$ cat src/rtl/aggregator_arbiter.sv
// aggregator_arbiter: round-robin arbiter that locks one sender FIFO onto the aggregator
// input for a burst of burst_len words; burst-length changes take effect at burst boundaries.
//
// state | meaning
// IDLE  | no grant held; pick the next non-empty sender from the rr pointer upward
// BUSY  | grant locked to out_id until the beat carrying out_last is accepted
module aggregator_arbiter #(
    parameter int DATA_WIDTH    = 8,
    parameter int NUM_REQ       = 4,
    parameter int MAX_BURST     = 8,
    parameter int DEFAULT_BURST = 2,
    localparam int BW = $clog2(MAX_BURST + 1),
    localparam int IW = (NUM_REQ > 1) ? $clog2(NUM_REQ) : 1
) (
    input  logic                          clk,
    input  logic                          rst,
    input  logic [NUM_REQ*DATA_WIDTH-1:0] sender_data,
    input  logic [NUM_REQ-1:0]            sender_empty_n,
    output logic [NUM_REQ-1:0]            sender_deq,
    output logic [DATA_WIDTH-1:0]         out_data,
    output logic                          out_empty_n,
    input  logic                          out_deq,
    output logic [IW-1:0]                 out_id,
    output logic                          out_last,
    input  logic [BW-1:0]                 input_burst_len,
    input  logic                          change_burst_len,
    output logic                          busy
);

    typedef enum logic {
        IDLE = 1'b0,
        BUSY = 1'b1
    } state_t;

    state_t                state;
    logic [IW-1:0]         grant;
    logic [IW-1:0]         rr_ptr;
    logic [IW-1:0]         grant_nxt;
    logic [IW-1:0]         pick_idx;
    logic                  pick_found;
    logic [BW-1:0]         count;
    logic [BW-1:0]         burst_len;
    logic [BW-1:0]         pend_len;
    logic                  pend_valid;
    logic [DATA_WIDTH-1:0] head [NUM_REQ];
    logic                  grant_valid;
    logic                  last_beat;
    logic                  accept;
    logic                  cfg_ok;

    genvar g;
    generate
        for (g = 0; g < NUM_REQ; g++) begin : g_head
            assign head[g] = sender_data[g*DATA_WIDTH +: DATA_WIDTH];
        end
    endgenerate

    // First non-empty sender at or above rr_ptr, wrapping past NUM_REQ-1.
    always_comb begin
        int            j;
        logic [IW-1:0] jj;
        pick_idx   = rr_ptr;
        pick_found = 1'b0;
        j          = 0;
        jj         = '0;
        for (int i = 0; i < NUM_REQ; i++) begin
            j = int'(rr_ptr) + i;
            if (j >= NUM_REQ) begin
                j = j - NUM_REQ;
            end
            jj = IW'(j);
            if (!pick_found && sender_empty_n[jj]) begin
                pick_found = 1'b1;
                pick_idx   = jj;
            end
        end
    end

    assign grant_nxt   = (grant == IW'(NUM_REQ - 1)) ? '0 : grant + 1'b1;
    assign busy        = (state == BUSY);
    assign grant_valid = busy & sender_empty_n[grant];
    assign last_beat   = (count == burst_len - BW'(1));
    assign accept      = grant_valid & out_deq;
    assign cfg_ok      = change_burst_len && (input_burst_len != '0)
                         && (input_burst_len <= BW'(MAX_BURST));

    assign out_empty_n = grant_valid;
    assign out_last    = grant_valid & last_beat;
    assign out_id      = grant;
    assign out_data    = busy ? head[grant] : '0;

    always_comb begin
        sender_deq = '0;
        if (accept) begin
            sender_deq[grant] = 1'b1;
        end
    end

    always_ff @(posedge clk or posedge rst) begin
        if (rst) begin
            state      <= IDLE;
            grant      <= '0;
            rr_ptr     <= '0;
            count      <= '0;
            burst_len  <= BW'(DEFAULT_BURST);
            pend_len   <= '0;
            pend_valid <= 1'b0;
        end else if (state == IDLE) begin
            if (cfg_ok) begin
                burst_len <= input_burst_len;
            end
            if (pick_found) begin
                grant <= pick_idx;
                state <= BUSY;
            end
        end else begin
            if (accept && last_beat) begin
                count      <= '0;
                rr_ptr     <= grant_nxt;
                state      <= IDLE;
                pend_valid <= 1'b0;
                // A pulse coinciding with the final beat wins over an older pending value.
                if (cfg_ok) begin
                    burst_len <= input_burst_len;
                end else if (pend_valid) begin
                    burst_len <= pend_len;
                end
            end else begin
                if (accept) begin
                    count <= count + 1'b1;
                end
                if (cfg_ok) begin
                    pend_len   <= input_burst_len;
                    pend_valid <= 1'b1;
                end
            end
        end
    end

endmodule

$ cat config.mk
export PLATFORM = sky130hd
export DESIGN_NAME = aggregator_arbiter
export DESIGN_NICKNAME = d
export VERILOG_FILES = /design/src/rtl/aggregator_arbiter.sv
export SDC_FILE = /design/constraint.sdc
export NUM_CORES = 1
export LEC_CHECK = 0
export CORE_MARGIN = 2
export CORE_UTILIZATION = 40
export DETAILED_ROUTE_END_ITERATION = 16
export PLACE_DENSITY = 0.78
export SYNTH_ARGS = -nofsm -noshare
export SYNTH_HDL_FRONTEND = slang
export SYNTH_SLANG_ARGS = --single-unit
$ cat constraint.sdc
create_clock -name clk -period 5.2 [get_ports clk]
set_input_delay 0.78 -clock clk [delete_from_list [all_inputs] [get_ports clk]]
set_output_delay 0.78 -clock clk [all_outputs]
set_load 0.03 [all_outputs]
==> report_table.html <==
<table>
<tr><th>Metric</th><th>Value</th></tr>
<tr><th colspan="2">Outcome</th></tr>
<tr><td>Run status</td><td>completed</td></tr>
<tr><th colspan="2">STA</th></tr>
<tr><td>Relative slew slack</td><td>around 54%</td></tr>
<tr><td>Slew at the pin closest to its max-slew limit</td><td>~0.69 ns</td></tr>
<tr><td>Max Slew Vio Count</td><td>0</td></tr>
<tr><td>Final setup viols</td><td>0</td></tr>
<tr><td>Minimum period implied by the final worst setup slack</td><td>between 3 and 4 ns</td></tr>
<tr><td>Unrepaired setup endpoints after global routing</td><td>no</td></tr>
<tr><td>Max frequency</td><td>~280 MHz</td></tr>
<tr><td>Number of hold-slack violations in the final timing report</td><td>0</td></tr>
<tr><td>Total negative slack</td><td>0 ns</td></tr>
<tr><td>Final setup skew</td><td>approximately 0.011 ns</td></tr>
<tr><td>Post-route fraction of the period consumed by the critical path</td><td>about two thirds</td></tr>
<tr><th colspan="2">Global route</th></tr>
<tr><td>Global route total overflow</td><td>0</td></tr>
<tr><td>Maximum number of pins on one net before global-route repair</td><td>23</td></tr>
<tr><td>Initial antenna violation count</td><td>0</td></tr>
<tr><td>First-pass GRT wire length</td><td>6.45 mm</td></tr>
<tr><td>Total Routing Usage GR</td><td>between 10% and 20%</td></tr>
<tr><td>Vias in the first global route</td><td>between 1k and 1.5k</td></tr>
<tr><th colspan="2">Die</th></tr>
<tr><td>Chip Width</td><td>between 60 and 70 microns</td></tr>
<tr><td>Vertical die dimension</td><td>around 66 microns</td></tr>
<tr><td>Effective utilization at floorplan</td><td>a little over two fifths</td></tr>
<tr><td># IOs</td><td>61</td></tr>
<tr><td>Floorplan Core Area</td><td>0.00369 sq mm</td></tr>
<tr><td>Standard-cell row count</td><td>22</td></tr>
<tr><td>Area enclosed by the die boundary</td><td>0.00440 sq mm</td></tr>
<tr><th colspan="2">Yosys</th></tr>
<tr><td>Synthesized Nets</td><td>213</td></tr>
<tr><td>Fraction of registers with async set or reset after synthesis</td><td>100%</td></tr>
<tr><td>Area fraction in compound gates after synthesis</td><td>14.9%</td></tr>
<tr><td>Share of the yosys chip area belonging to registers</td><td>roughly 29%</td></tr>
<tr><td>Post-synthesis instance total</td><td>about 160</td></tr>
<tr><td>Number of enable-type register cells in the synthesized netlist</td><td>0</td></tr>
<tr><td>Adder and majority cell fraction of the synthesized area</td><td>4.83%</td></tr>
<tr><td>Main combinational cell family by area after synthesis</td><td>simple AND/OR/NAND/NOR gates</td></tr>
<tr><td>Flops &amp; latches, synth</td><td>18</td></tr>
<tr><td>Multiplexer fraction of the synthesized cell area</td><td>about 18%</td></tr>
<tr><td>Synthesized-area fraction occupied by and/or/nand/nor cells</td><td>approximately 23%</td></tr>
<tr><td>Synthesized area per cell</td><td>9.53 sq um</td></tr>
<tr><td>Yosys synthesis warning count</td><td>0</td></tr>
<tr><td>Summed instance area of the synthesized netlist</td><td>0.00155 sq mm</td></tr>
<tr><td>Dominant register cell in the synthesized netlist</td><td>sky130_fd_sc_hd__dfrtp_1</td></tr>
<tr><td>Yosys cell types</td><td>46</td></tr>
<tr><td>Xor/xnor share of the synthesized area</td><td>between 6 and 7%</td></tr>
<tr><th colspan="2">Power and ir drop</th></tr>
<tr><td>IR Drop Worst-Case VDD</td><td>273 uV</td></tr>
<tr><td>Total power density per cell area</td><td>between 400 and 500 mW/mm^2</td></tr>
<tr><td>Total power consumption of the routed design</td><td>about 1.1 mW</td></tr>
<tr><td>P_leak</td><td>0.889 nW</td></tr>
<tr><th colspan="2">Critical path</th></tr>
<tr><td>Cells on worst reg2reg path</td><td>5</td></tr>
<tr><td>Kind of end point of the critical path</td><td>output port</td></tr>
<tr><td>Crit. Startpoint</td><td>sender_empty_n[3]</td></tr>
<tr><td>Startpoint of the worst-slack reg-to-reg timing path</td><td>busy</td></tr>
<tr><td>R2r endpoint</td><td>pend_len[0]</td></tr>
<tr><td>Crit path launch type</td><td>input pin</td></tr>
<tr><td>Maximum fanout count along the critical path</td><td>7</td></tr>
<tr><td>Critical path class</td><td>input pin to output port</td></tr>
<tr><td>Reg-to-reg setup timing slack</td><td>approximately 3 ns</td></tr>
<tr><td>Required time reported for the critical path endpoint</td><td>between 4 and 5 ns</td></tr>
<tr><td>Signal arrival time at the worst endpoint</td><td>between 2 and 3 ns</td></tr>
<tr><td>Termination of the worst setup path</td><td>out_last</td></tr>
<tr><th colspan="2">CTS</th></tr>
<tr><td>Total setup buffers inserted after CTS</td><td>0</td></tr>
<tr><td>Clock Latency Late Sink</td><td>0.26 ns</td></tr>
<tr><td>Root buffer cell</td><td>sky130_fd_sc_hd__clkbuf_8</td></tr>
<tr><td>CTS Buf Count</td><td>3</td></tr>
<tr><td>Resize count post-CTS</td><td>0</td></tr>
<tr><td>Htree depth</td><td>1</td></tr>
<tr><td>CTS Sinks</td><td>18</td></tr>
<tr><td>Clock-pin slew of the registers on the worst-case setup and hold paths</td><td>0.06 ns</td></tr>
<tr><td>Count of hold-fix buffers inserted at cts</td><td>0</td></tr>
<tr><td>Buffer depth of the longest clock path</td><td>2</td></tr>
<tr><td>CTS tree</td><td>built</td></tr>
<tr><th colspan="2">Drt</th></tr>
<tr><td>Routed wire per std cell</td><td>roughly 15 microns</td></tr>
<tr><td>Via density per instance</td><td>5.32</td></tr>
<tr><td>Final antenna-violating net count</td><td>0</td></tr>
<tr><td>DRC viols</td><td>0</td></tr>
<tr><td>Routed WL</td><td>3.95 mm</td></tr>
<tr><td>Initial DRC count</td><td>49</td></tr>
<tr><td>Number of iterations in the first detailed-routing pass</td><td>4</td></tr>
<tr><td>Total via count after detailed routing</td><td>between 1k and 1.5k</td></tr>
<tr><th colspan="2">Cells and area</th></tr>
<tr><td>Share of post-route cells with drive strength above 1</td><td>approximately 7.8%</td></tr>
<tr><td>Fillers</td><td>between 300 and 400</td></tr>
<tr><td>Net total in the final layout</td><td>between 200 and 300</td></tr>
<tr><td>Multi-input logic area</td><td>around 0.0010 sq mm</td></tr>
<tr><td>Area growth, synth to finish</td><td>43.7%</td></tr>
<tr><td>Register cell area after layout</td><td>about 450 sq um</td></tr>
<tr><td>Filler-free cell count of the finished design</td><td>267</td></tr>
<tr><td>Antenna Diode Count</td><td>0</td></tr>
<tr><th colspan="2">Run</th></tr>
<tr><td>Count of max-cap constraint violations</td><td>0</td></tr>
<tr><th colspan="2">Worst hold path</th></tr>
<tr><td>Kind of path behind the tightest hold check</td><td>flop to flop</td></tr>
<tr><th colspan="2">Placed design</th></tr>
<tr><td>RD Place Congestion</td><td>0.857</td></tr>
<tr><td>Dpl cells</td><td>about 260</td></tr>
<tr><td>Dpl hpwl</td><td>about 3.1 mm</td></tr>
<tr><td>Port bufs</td><td>60</td></tr>
</table>
## logic make-up (layout without fill, tap and decap cells)
family,Yosys count,after routing
buffers and inverters,17,73
AND/OR/NAND/NOR,64,64
adder cells (fa/ha/maj),6,6
XOR/XNOR,11,11
flip-flops,18,18
multiplexers,15,15
AO/OA/AOI/OAI,32,32
## worst max-delay path, cell delays in order
cell and delay, ns:
sky130_fd_sc_hd__clkdlybuf4s50_1 0.58, sky130_fd_sc_hd__mux2i_1 0.18, sky130_fd_sc_hd__nand2_1 0.11, sky130_fd_sc_hd__and3_1 0.19
sky130_fd_sc_hd__and4_1 0.24, sky130_fd_sc_hd__clkdlybuf4s50_1 0.68
## worst min path at each step
stage	from	endpoint	slack [ns]	cells past startpoint
2_1_floorplan	pend_valid	pend_valid	0.48	1
3_3_place_gp	pend_len[0]	pend_len[0]	0.50	1
5_1_grt	pend_len[2]	pend_len[2]	0.55	1
4_1_cts	pend_len[2]	pend_len[2]	0.51	1
6_report	pend_len[2]	pend_len[2]	0.51	1
3_5_place_dp	pend_len[2]	pend_len[2]	0.50	1
## stage by stage
| step | hold WS (ns) | util, % | instance area, sq um | setup WS [ns] |
|---|---|---|---|---|
| after detailed placement | 0.500 | 59.0 | 2180 | 1.64 |
| after floorplan | 0.480 | - | 1550 | 2.61 |
| after global placement | 0.496 | 59.0 | 2180 | 1.68 |
| after global routing | 0.546 | 60.5 | 2230 | 1.49 |
| after CTS | 0.515 | 60.5 | 2230 | 1.64 |
| final | 0.511 | 60.5 | 2230 | 1.65 |
## cell type report
type,count,share of cell area (%)
Inverter,9,1.51
Timing Repair Buffer,60,26.9
Sequential cell,18,20.2
Multi-Input combinational cell,128,46.2
Tap cell,48,2.69
Clock buffer,4,2.47
## cells in the final DEF (no fill, tap or decap), types with 2 or more instances in the layout
cell / netlist / layout
sky130_fd_sc_hd__clkdlybuf4s50_1: 0 / 60
sky130_fd_sc_hd__dfrtp_1: 17 / 17
sky130_fd_sc_hd__nand2_1: 15 / 15
sky130_fd_sc_hd__and2_1: 14 / 14
sky130_fd_sc_hd__nor2_1: 13 / 13
sky130_fd_sc_hd__inv_1: 9 / 9
sky130_fd_sc_hd__xnor2_1: 9 / 9
sky130_fd_sc_hd__o21ai_0: 7 / 7
sky130_fd_sc_hd__a21oi_1: 6 / 6
sky130_fd_sc_hd__ha_1: 6 / 6
sky130_fd_sc_hd__mux2_2: 5 / 5
sky130_fd_sc_hd__mux4_1: 5 / 5
sky130_fd_sc_hd__nor3_1: 4 / 4
sky130_fd_sc_hd__clkbuf_8: 0 / 4
sky130_fd_sc_hd__a211oi_1: 3 / 3
sky130_fd_sc_hd__o32ai_1: 3 / 3
sky130_fd_sc_hd__and3_1: 3 / 3
sky130_fd_sc_hd__mux4_2: 3 / 3
sky130_fd_sc_hd__nor2b_1: 2 / 2
sky130_fd_sc_hd__mux2i_1: 2 / 2
sky130_fd_sc_hd__xor2_1: 2 / 2
sky130_fd_sc_hd__nand2b_1: 2 / 2
sky130_fd_sc_hd__o31ai_1: 2 / 2
sky130_fd_sc_hd__a311oi_1: 2 / 2
sky130_fd_sc_hd__a21o_1: 2 / 2
## report_power, final
group / internal, mW / switching (mW) / leakage, nW
combinational: 0.328 / 0.326 / 0.648
clock: 0.0673 / 0.0483 / 0.0288
sequential: 0.207 / 0.102 / 0.211
## registers in the layout (all words and copies together) (netlist names)
| register | flops |
|---|---|
| out_id | 2 |
| count | 4 |
| rr_ptr | 2 |
| pend_len | 4 |
| burst_len | 4 |
| busy | 1 |
| pend_valid | 1 |
## synth_stat cells (all sizes together), types with 2 or more instances
master / count / area (sq um)
mux4: 8 / 199
inv: 9 / 33.8
clkbuf: 5 / 20.0
mux2: 5 / 56.3
and3: 3 / 18.8
and2: 15 / 96.3
o21ai: 7 / 35.0
nor2: 13 / 48.8
nor3: 4 / 20.0
ha: 6 / 75.1
o31ai: 2 / 15.0
a21oi: 6 / 30.0
mux2i: 2 / 20.0
nand3: 2 / 15.0
dfrtp: 17 / 425
nor2b: 2 / 12.5
xnor2: 9 / 78.8
nand4: 2 / 27.5
a21o: 2 / 15.0
nand2b: 2 / 12.5
o22ai: 2 / 26.3
buf: 3 / 17.5
xor2: 2 / 17.5
o32ai: 3 / 26.3
a211oi: 3 / 22.5
a311oi: 2 / 17.5
nand2: 15 / 56.3
## routing by layer
layer,wire [microns],GRT usage (%)
met1,1770,26.6
met2,2050,31.3
met3,126,4.26
met4,0,1.53
met5,0,0
Note: power is estimated with default switching activity, not from simulation.
